`config.mk`:
```
export PLATFORM = sky130hd
export DESIGN_NAME = multicycle_control_unit
export DESIGN_NICKNAME = d
export VERILOG_FILES = /design/src/rtl/multicycle_control_unit.sv
export SDC_FILE = /design/constraint.sdc
export NUM_CORES = 1
export LEC_CHECK = 0
export ABC_AREA = 1
export ABC_CLOCK_PERIOD_IN_PS = 2000
export CAP_MARGIN = 20
export CORE_ASPECT_RATIO = 1.1
export CORE_MARGIN = 1.5
export CORE_UTILIZATION = 25
export CTS_BUF_LIST = sky130_fd_sc_hd__clkbuf_4
export DETAILED_ROUTE_END_ITERATION = 7
export PLACE_DENSITY = 0.61
export RECOVER_POWER = 25
export REMOVE_ABC_BUFFERS = 1
export SKIP_CTS_REPAIR_TIMING = 1
export SLEW_MARGIN = 20
export SYNTH_ARGS = -nofsm -noshare
export SYNTH_HDL_FRONTEND = slang
export SYNTH_SLANG_ARGS = --single-unit
```
`constraint.sdc`:
```
create_clock -name clk -period 2 [get_ports clk]
set_clock_uncertainty 0.05 [all_clocks]
set_input_delay 0.4 -clock clk [delete_from_list [all_inputs] [get_ports clk]]
set_output_delay 0.4 -clock clk [all_outputs]
set_load 0.03 [all_outputs]
```
`src/rtl/multicycle_control_unit.sv`:
```
// -----------------------------------------------------------------------------
// multicycle_control_unit
//
// Moore control FSM for a multicycle processor that shares one memory for
// instructions and data. Each state drives a fixed set of datapath controls;
// memory-access states (FETCH, MEMRD, MEMWR) can be stretched by MEM_WAIT
// extra cycles to match a slow memory.
//
// Parameters:
//   MEM_WAIT    extra wait cycles per memory-access state (0..15)
//
// Ports:
//   clk         system clock, rising edge
//   reset       synchronous active-high reset -> IDLE, wait counter cleared
//   opcode      instr[31:26] from the instruction register
//   PCWrite     unconditional PC load
//   PCWriteCond PC load gated by ALU zero in the datapath
//   IorD        memory address select (0 = PC, 1 = ALUOut)
//   MemRead     memory read enable
//   MemWrite    memory write enable
//   IRWrite     instruction register load
//   MemtoReg    register write-data select (1 = MDR)
//   RegDst      destination register select (1 = rd, 0 = rt)
//   RegWrite    register file write enable
//   ALUSrcA     ALU A select (0 = PC, 1 = A)
//   ALUSrcB     ALU B select (00 = B, 01 = 4, 10 = signext, 11 = signext<<2)
//   ALUOp       00 = add, 01 = sub, 10 = funct field
//   PCSource    00 = ALU result, 01 = ALUOut, 10 = jump target
//   state_out   current state encoding (debug)
//   illegal_op  one-cycle pulse in DECODE for an undefined opcode
//   halted      high while in HALT
// -----------------------------------------------------------------------------
module multicycle_control_unit #(
    parameter int MEM_WAIT = 0
) (
    input  logic       clk,
    input  logic       reset,
    input  logic [5:0] opcode,
    output logic       PCWrite,
    output logic       PCWriteCond,
    output logic       IorD,
    output logic       MemRead,
    output logic       MemWrite,
    output logic       IRWrite,
    output logic       MemtoReg,
    output logic       RegDst,
    output logic       RegWrite,
    output logic       ALUSrcA,
    output logic [1:0] ALUSrcB,
    output logic [1:0] ALUOp,
    output logic [1:0] PCSource,
    output logic [3:0] state_out,
    output logic       illegal_op,
    output logic       halted
);

    typedef enum logic [3:0] {
        S_IDLE   = 4'd0,
        S_FETCH  = 4'd1,
        S_DECODE = 4'd2,
        S_MEMADR = 4'd3,
        S_MEMRD  = 4'd4,
        S_MEMWB  = 4'd5,
        S_MEMWR  = 4'd6,
        S_EXEC   = 4'd7,
        S_RWB    = 4'd8,
        S_BRANCH = 4'd9,
        S_IEXEC  = 4'd10,
        S_IWB    = 4'd11,
        S_JUMP   = 4'd12,
        S_HALT   = 4'd13
    } state_t;

    localparam logic [5:0] OP_RTYPE = 6'b000000;
    localparam logic [5:0] OP_J     = 6'b000010;
    localparam logic [5:0] OP_BEQ   = 6'b000100;
    localparam logic [5:0] OP_ADDI  = 6'b001000;
    localparam logic [5:0] OP_LW    = 6'b100011;
    localparam logic [5:0] OP_SW    = 6'b101011;
    localparam logic [5:0] OP_HALT  = 6'b111111;

    localparam logic [3:0] WAIT_LAST = 4'(MEM_WAIT);

    state_t     state_q, state_d;
    logic [3:0] wait_q,  wait_d;

    // High in the final cycle of a (possibly stretched) memory-access state.
    logic mem_last;
    assign mem_last = (wait_q == WAIT_LAST);

    function automatic logic is_legal(input logic [5:0] op);
        case (op)
            OP_RTYPE, OP_J, OP_BEQ, OP_ADDI,
            OP_LW, OP_SW, OP_HALT: is_legal = 1'b1;
            default:               is_legal = 1'b0;
        endcase
    endfunction

    // -------------------------------------------------------------------------
    // State register
    // -------------------------------------------------------------------------
    always_ff @(posedge clk) begin
        if (reset) begin
            state_q <= S_IDLE;
            wait_q  <= 4'd0;
        end else begin
            state_q <= state_d;
            wait_q  <= wait_d;
        end
    end

    // -------------------------------------------------------------------------
    // Next-state logic
    // -------------------------------------------------------------------------
    // The wait counter defaults to 0 so that every entry into a memory state
    // starts a fresh count; it only counts up while a memory state is held.
    always_comb begin
        state_d = state_q;
        wait_d  = 4'd0;
        case (state_q)
            S_IDLE: state_d = S_FETCH;
            S_FETCH: begin
                if (mem_last) state_d = S_DECODE;
                else          wait_d  = wait_q + 4'd1;
            end
            S_DECODE: begin
                case (opcode)
                    OP_LW, OP_SW: state_d = S_MEMADR;
                    OP_RTYPE:     state_d = S_EXEC;
                    OP_BEQ:       state_d = S_BRANCH;
                    OP_ADDI:      state_d = S_IEXEC;
                    OP_J:         state_d = S_JUMP;
                    OP_HALT:      state_d = S_HALT;
                    default:      state_d = S_FETCH;
                endcase
            end
            // The IR holds the opcode, so lw/sw is simply re-decoded here.
            // Anything else cannot reach MEMADR; recover by refetching.
            S_MEMADR: begin
                if (opcode == OP_LW)      state_d = S_MEMRD;
                else if (opcode == OP_SW) state_d = S_MEMWR;
                else                      state_d = S_FETCH;
            end
            S_MEMRD: begin
                if (mem_last) state_d = S_MEMWB;
                else          wait_d  = wait_q + 4'd1;
            end
            S_MEMWB: state_d = S_FETCH;
            S_MEMWR: begin
                if (mem_last) state_d = S_FETCH;
                else          wait_d  = wait_q + 4'd1;
            end
            S_EXEC:   state_d = S_RWB;
            S_RWB:    state_d = S_FETCH;
            S_BRANCH: state_d = S_FETCH;
            S_IEXEC:  state_d = S_IWB;
            S_IWB:    state_d = S_FETCH;
            S_JUMP:   state_d = S_FETCH;
            S_HALT:   state_d = S_HALT;
            default:  state_d = S_IDLE;  // unused encodings 14/15
        endcase
    end

    // -------------------------------------------------------------------------
    // Output logic
    // -------------------------------------------------------------------------
    always_comb begin
        PCWrite     = 1'b0;
        PCWriteCond = 1'b0;
        IorD        = 1'b0;
        MemRead     = 1'b0;
        MemWrite    = 1'b0;
        IRWrite     = 1'b0;
        MemtoReg    = 1'b0;
        RegDst      = 1'b0;
        RegWrite    = 1'b0;
        ALUSrcA     = 1'b0;
        ALUSrcB     = 2'b00;
        ALUOp       = 2'b00;
        PCSource    = 2'b00;
        illegal_op  = 1'b0;
        halted      = 1'b0;
        case (state_q)
            S_FETCH: begin
                // Read is held for the whole access; IR and PC load once,
                // when the data is valid in the last cycle.
                MemRead = 1'b1;
                ALUSrcB = 2'b01;
                IRWrite = mem_last;
                PCWrite = mem_last;
            end
            S_DECODE: begin
                ALUSrcB    = 2'b11;
                illegal_op = ~is_legal(opcode);
            end
            S_MEMADR: begin
                ALUSrcA = 1'b1;
                ALUSrcB = 2'b10;
            end
            S_MEMRD: begin
                IorD    = 1'b1;
                MemRead = 1'b1;
            end
            S_MEMWB: begin
                MemtoReg = 1'b1;
                RegWrite = 1'b1;
            end
            S_MEMWR: begin
                // Single write strobe per store, at the end of the wait.
                IorD     = 1'b1;
                MemWrite = mem_last;
            end
            S_EXEC: begin
                ALUSrcA = 1'b1;
                ALUOp   = 2'b10;
            end
            S_RWB: begin
                RegDst   = 1'b1;
                RegWrite = 1'b1;
            end
            S_BRANCH: begin
                ALUSrcA     = 1'b1;
                ALUOp       = 2'b01;
                PCWriteCond = 1'b1;
                PCSource    = 2'b01;
            end
            S_IEXEC: begin
                ALUSrcA = 1'b1;
                ALUSrcB = 2'b10;
            end
            S_IWB: begin
                RegWrite = 1'b1;
            end
            S_JUMP: begin
                PCWrite  = 1'b1;
                PCSource = 2'b10;
            end
            S_HALT: begin
                halted = 1'b1;
            end
            default: ;
        endcase
    end

    assign state_out = state_q;

endmodule
```
# Word-level counts from Yosys, hierarchy flattened

Index checks and enable logic that the tools add are counted.

Register bits after elaboration: 8
Output and inout bits: 22

Add/sub/neg operators: 1
Equal/unequal tests: 22
Multiplexer cells: 24
Bitwise logic cells: 2
Reductions and logical operators: 14

Operator list:

| cell                                          | count |
|---|---|
| case mux 4 bit (9 select lines)               | 1 |
| == test 4 bit, second input constant          | 6 |
| case mux 4 bit (6 select lines)               | 1 |
| == test 6 bit, second input constant          | 3 |
| == test 4 x 3 -> 1 bit, second input constant | 4 |
| 2-to-1 mux 1 bit                              | 13 |
| 2-to-1 mux 4 bit                              | 3 |
| OR reduction 3 bit                            | 3 |
| == test 4 x 2 -> 1 bit, second input constant | 2 |
| logical NOT 4 bit                             | 2 |
| case mux 2 bit (2 select lines)               | 2 |
| OR reduction 2 bit                            | 4 |
| OR reduction 7 bit                            | 1 |
| == test 6 x 2 -> 1 bit, second input constant | 1 |
| == test 6 x 3 -> 1 bit, second input constant | 1 |
| == test 6 x 4 -> 1 bit, second input constant | 1 |
| logical NOT 6 bit                             | 1 |
| 2-to-1 mux 3 bit                              | 2 |
| != test 2 bit, second input constant          | 3 |
| case mux 2 bit (3 select lines)               | 1 |
| OR reduction 6 bit                            | 1 |
| adder 4 x 1 -> 4 bit, second input constant   | 1 |
| == test 4 x 1 -> 1 bit, second input constant | 1 |
| OR reduction 4 bit                            | 1 |
| other kinds (3)                               | 4 |

# Depth between registers and ports, before layout

Gate-level depths: netlist of the first run.

Depth in word-level cells: 6
Mapped depth: 9
Gate-level depth less buffers: 9

# Worst setup path before layout of the first run

OpenSTA, ideal clock, no wires.

Path kind: register to output
From: register state_q[1], in the netlist state_out[1]
To: output port illegal_op
Arrival time: 1.734 ns
Path slack: -0.184 ns
Stages on the path, launching flop included: 5
Cell sequence: dfxtp_1 > nand2_1 > nor2_2 > inv_1 > nor3_1

Word-level cells in the longest chain between the ends: 2

RTL lines:

| item                     | line | text |
|---|---|---|
| start: declaration       | 84   | `state_t state_q, state_d;` |
| start signal: assignment | 107  | `state_q <= state_d;` |
| == test 4 x 2 -> 1 bit   | 183  | `case (state_q)` |
| 2-to-1 mux 1 bit         | 183  |  |
| end: declaration         | 53   | `output logic illegal_op,` |

Every way passes these cells.

# Worst setup path after layout of the first run

From: register state_q[1], in the netlist state_out[1]
To: output port state_out[1]

RTL lines:

| item             | line | text |
|---|---|---|
| end: declaration | 52   | `output logic [3:0] state_out,` |

No word-level cell between the ends.

==> results of run 1 <==
-- state kept, by name, summed over array words and instances, names as in the netlist --
register   cells
wait_q         4
state_out      4
-- power breakdown --
part / total, mW / internal, mW / switching, mW
Clock: 0.128 / 0.0689 / 0.0589
Combinational: 0.208 / 0.0835 / 0.124
Sequential: 0.174 / 0.166 / 0.00813
Total: 0.509 / 0.318 / 0.191
-- stage by stage --
| step | utilization | area, µm² | TNS (ns) |
|---|---|---|---|
| after floorplan | - | 698 | -2.23 |
| after global placement | 0.400 | 1090 | -0.0454 |
| after detailed placement | 0.400 | 1090 | -0.120 |
| after CTS | 0.408 | 1110 | -1.55 |
| after global routing | 0.427 | 1160 | 0 |
| final | 0.427 | 1160 | 0 |
-- synthesized netlist by cell type (all sizes together) --
cell type / number
a21oi: 3
buf: 2
dfxtp: 8
ha: 2
inv: 22
nand2: 38
nand3: 11
nand4: 1
nor2: 30
nor3: 3
o21a: 1
o21ai: 4
o21bai: 1
o22ai: 1
xnor2: 1
xor2: 1
-- worst max path at each step --
stage                                   start           end  slack (ns)
floorplan           state_out[0]$_SDFFE_PP0P_       ALUSrcA       -0.78
global placement                    opcode[3]    illegal_op       -0.05
detailed placement                  opcode[3]    illegal_op       -0.12
CTS                 state_out[0]$_SDFFE_PP0P_   PCWriteCond       -0.23
global route        state_out[3]$_SDFFE_PP0P_       PCWrite        0.01
finish              state_out[1]$_SDFFE_PP0P_  state_out[1]        0.11
-- area by class of cell --
type,instances,area share
clock buffer,3,0.0193
multi-input combinational,97,0.402
sequential,8,0.140
timing repair buffer,40,0.333
inverter,22,0.0709
tap,33,0.0354
-- cells in the final DEF (no fill, tap or decap), drive strengths merged --
cell type / count
dlymetal6s2s: 15
clkdlybuf4s50: 5
nand2: 38
ha: 2
buf: 20
nor3: 3
o21ai: 4
a21oi: 3
xnor2: 1
inv: 22
xor2: 1
nor2: 30
dfxtp: 8
o21bai: 1
o21a: 1
nand3: 11
nand4: 1
clkbuf: 3
o22ai: 1
-- per-layer routing --
layer,global-route usage,wire (µm),up-vias
li1,-,-,475
met1,0.156,857,397
met2,0.244,1040,18
met3,0.0126,109,3
met4,0.0549,36,0
met5,0,0,-
-- kinds of logic (layout without fill, tap and decap cells) --
logic type	after synthesis	in the layout	share of synthesized area
compound gates	10	10	0.0895
xor+xnor	2	2	0.0246
fa+ha+maj	2	2	0.0351
flops	8	8	0.225
simple gates	83	83	0.489
buf+inv	24	65	0.137
-- critical path: cells and delay by family (launching register included) --
kind,cells,cell delay [ns]
DFF,1,0.37
buffers and inverters,2,0.81
==> results.md, run 1 <==
- The aggregate global-route resource usage is 0.134.
- Dividing the final minimum period by the clock period gives 0.946.
- At the worst endpoint, the required time is 1.55 ns.
- The CTS tree is done.
- Counting instances, the worst hold path has a depth of 1.
- The worst path setup slack after routing is 0.107 ns.
- The total global routing overflow is 0.
- 30 I/O pins were placed.
- Summed over all cells, the static leakage comes to 0.805 nW.
- After floorplanning, the core was divided into 20 placement rows.
- Across the VDD grid, the largest voltage drop is 0.000237 V.
- In this run the worst path has a maximum fanout of 5.
- The critical path goes through buf_4 -> clkdlybuf4s50_1.
- The full die area is 0.00318 mm².
- In this run the number of H-tree levels came out at 1.
- The number of antenna violations at the first check in global routing is 0.
- Sorting the synthesized cells by area gives the leading types as sky130_fd_sc_hd__dfxtp_1 22%, sky130_fd_sc_hd__nand2_1 19%, sky130_fd_sc_hd__nor2_1 14%.
- STA classifies the critical path startpoint as a register.
- The first-pass iteration count of the detailed router is 4.
- The number of sinks driven by the clock tree is 8.
- The number of antenna diodes in the final layout is 0.
- The register-to-register setup slack is 0.56 ns.
- The clock transition time at the flip-flop clock pins of the worst setup and hold paths is 0.05 ns.
- Among all stages on the critical path, the largest delay is contributed by sky130_fd_sc_hd__clkdlybuf4s50_1.
- Headroom to the max-slew limit came out at 0.786.
- The final hold violation count is 0.
- At the pin with the least slew margin, the transition time is 0.320 ns.
- The number of unique standard cell types used by synthesis is 20.
- The layout has 295 filler cells.
- The non-filler instance count after layout is 203.
- For this block, the routed nets add up to 2040 µm of wire.
- The number of cells after detailed placement is 200.
- The flow ran to the end, and the final reports show no timing, DRC or antenna violations.
- Setup violations remaining at the end of the flow were counted as 0.
- The final critical-path required period is 1.89 ns.
- The flop and latch count out of synthesis is 8.
- The critical path in this run is classified as register to primary output.
- Of the synthesized area, sequential elements account for 0.225.
- Setup repair after global routing left no endpoint under its margin.
- OpenSTA, run right after detailed placement, puts the worst setup slack at -0.120 ns.
- The number of buffers added on ports is 29.
- The later pin in the worst-skew pair is clocked with a latency of 0.26 ns.
- For this run, design rule violations remaining after detail routing come to 0.
- Each instance of the synthesized netlist takes up on average 5.53 µm².
- The critical path capture point type is a primary output.
- For this run, the top clock speed supported by timing is 0.528 GHz.
- The worst hold path belongs to the class register to register.
- Max-cap violations in this run came to 0.
- The horizontal die dimension is 53.9 µm.
- The buffer cell driving the clock tree root is sky130_fd_sc_hd__clkbuf_4.
- The number of DRC markers in iteration 0 is 16.
- Total power for the finished layout comes to 0.509 mW.
- The starting density of the core is 0.261.
- The number of pins exceeding their max-slew limit in the final report is 0.
- The data arrival time at the worst-slack endpoint is 1.44 ns.
- The maximum number of pins on one net before global-route repair is 7.
- The via count of the first global-routing pass is 825.
- The die is 59.0 µm tall.
- The total via count in the routed design is 893.
- The area taken by multi-input logic gates is 468 µm².
- For this run, the post-layout net count is 182.
- The global-route wire length before repair is 3180 µm.
- The weighted congestion reported at the end of routability-driven placement is 0.767.
- In the routed layout, each cell is associated on average with a via count of 4.40.
- On the worst path, the slowest cell contributes a delay of 0.66 ns.
- Across the whole layout, storage elements account for 163 µm².
- Once detail routing completed, the nets flagged for antenna violations numbered 0.
- The minimum hold slack is 0.412 ns.
- Detailed placement ended at an HPWL of 1700 µm.
- The worst register-to-register path ends at state_out[1]$_SDFFE_PP0P_.
- Clock tree synthesis inserted a total of 3 buffers.
- The area growth from synthesis to layout is 63.3%.
- The area fraction of the dominant cell type after synthesis is 0.225.
- The yosys synthesis warning count is 0.
- Dividing the detail-routed wire length by the instance count gives 10.1 µm.
- The combined area of all synthesized cells is 713 µm².
- The launch point of the worst reg-to-reg path is state_out[2]$_SDFFE_PP0P_.
- For the worst flop-to-flop path, the logic depth is 8.
- The cell count after synthesis came out at 129.
- The largest total area in the synthesized netlist belongs to sky130_fd_sc_hd__dfxtp_1.
- The launch instance of the worst min-delay path is wait_q[0]$_SDFF_PP0_.
- The total power density per cell area is 437 mW/mm².
- In the final layout, the share of cells above drive strength 1 is 0.224.
- The area of the core is 0.00273 mm².
- The path with the worst hold slack has its endpoint at wait_q[0]$_SDFF_PP0_.
- The maximum clock insertion buffer count is 2.
Note: power is estimated with default switching activity, not from simulation.
==> inputs of run 2 (changes only) <==
Settings changed: ABC_CLOCK_PERIOD_IN_PS 2000 to unset.
==> results of run 2 <==
No change in the layout: final DEF, timing and power equal those of run 1.
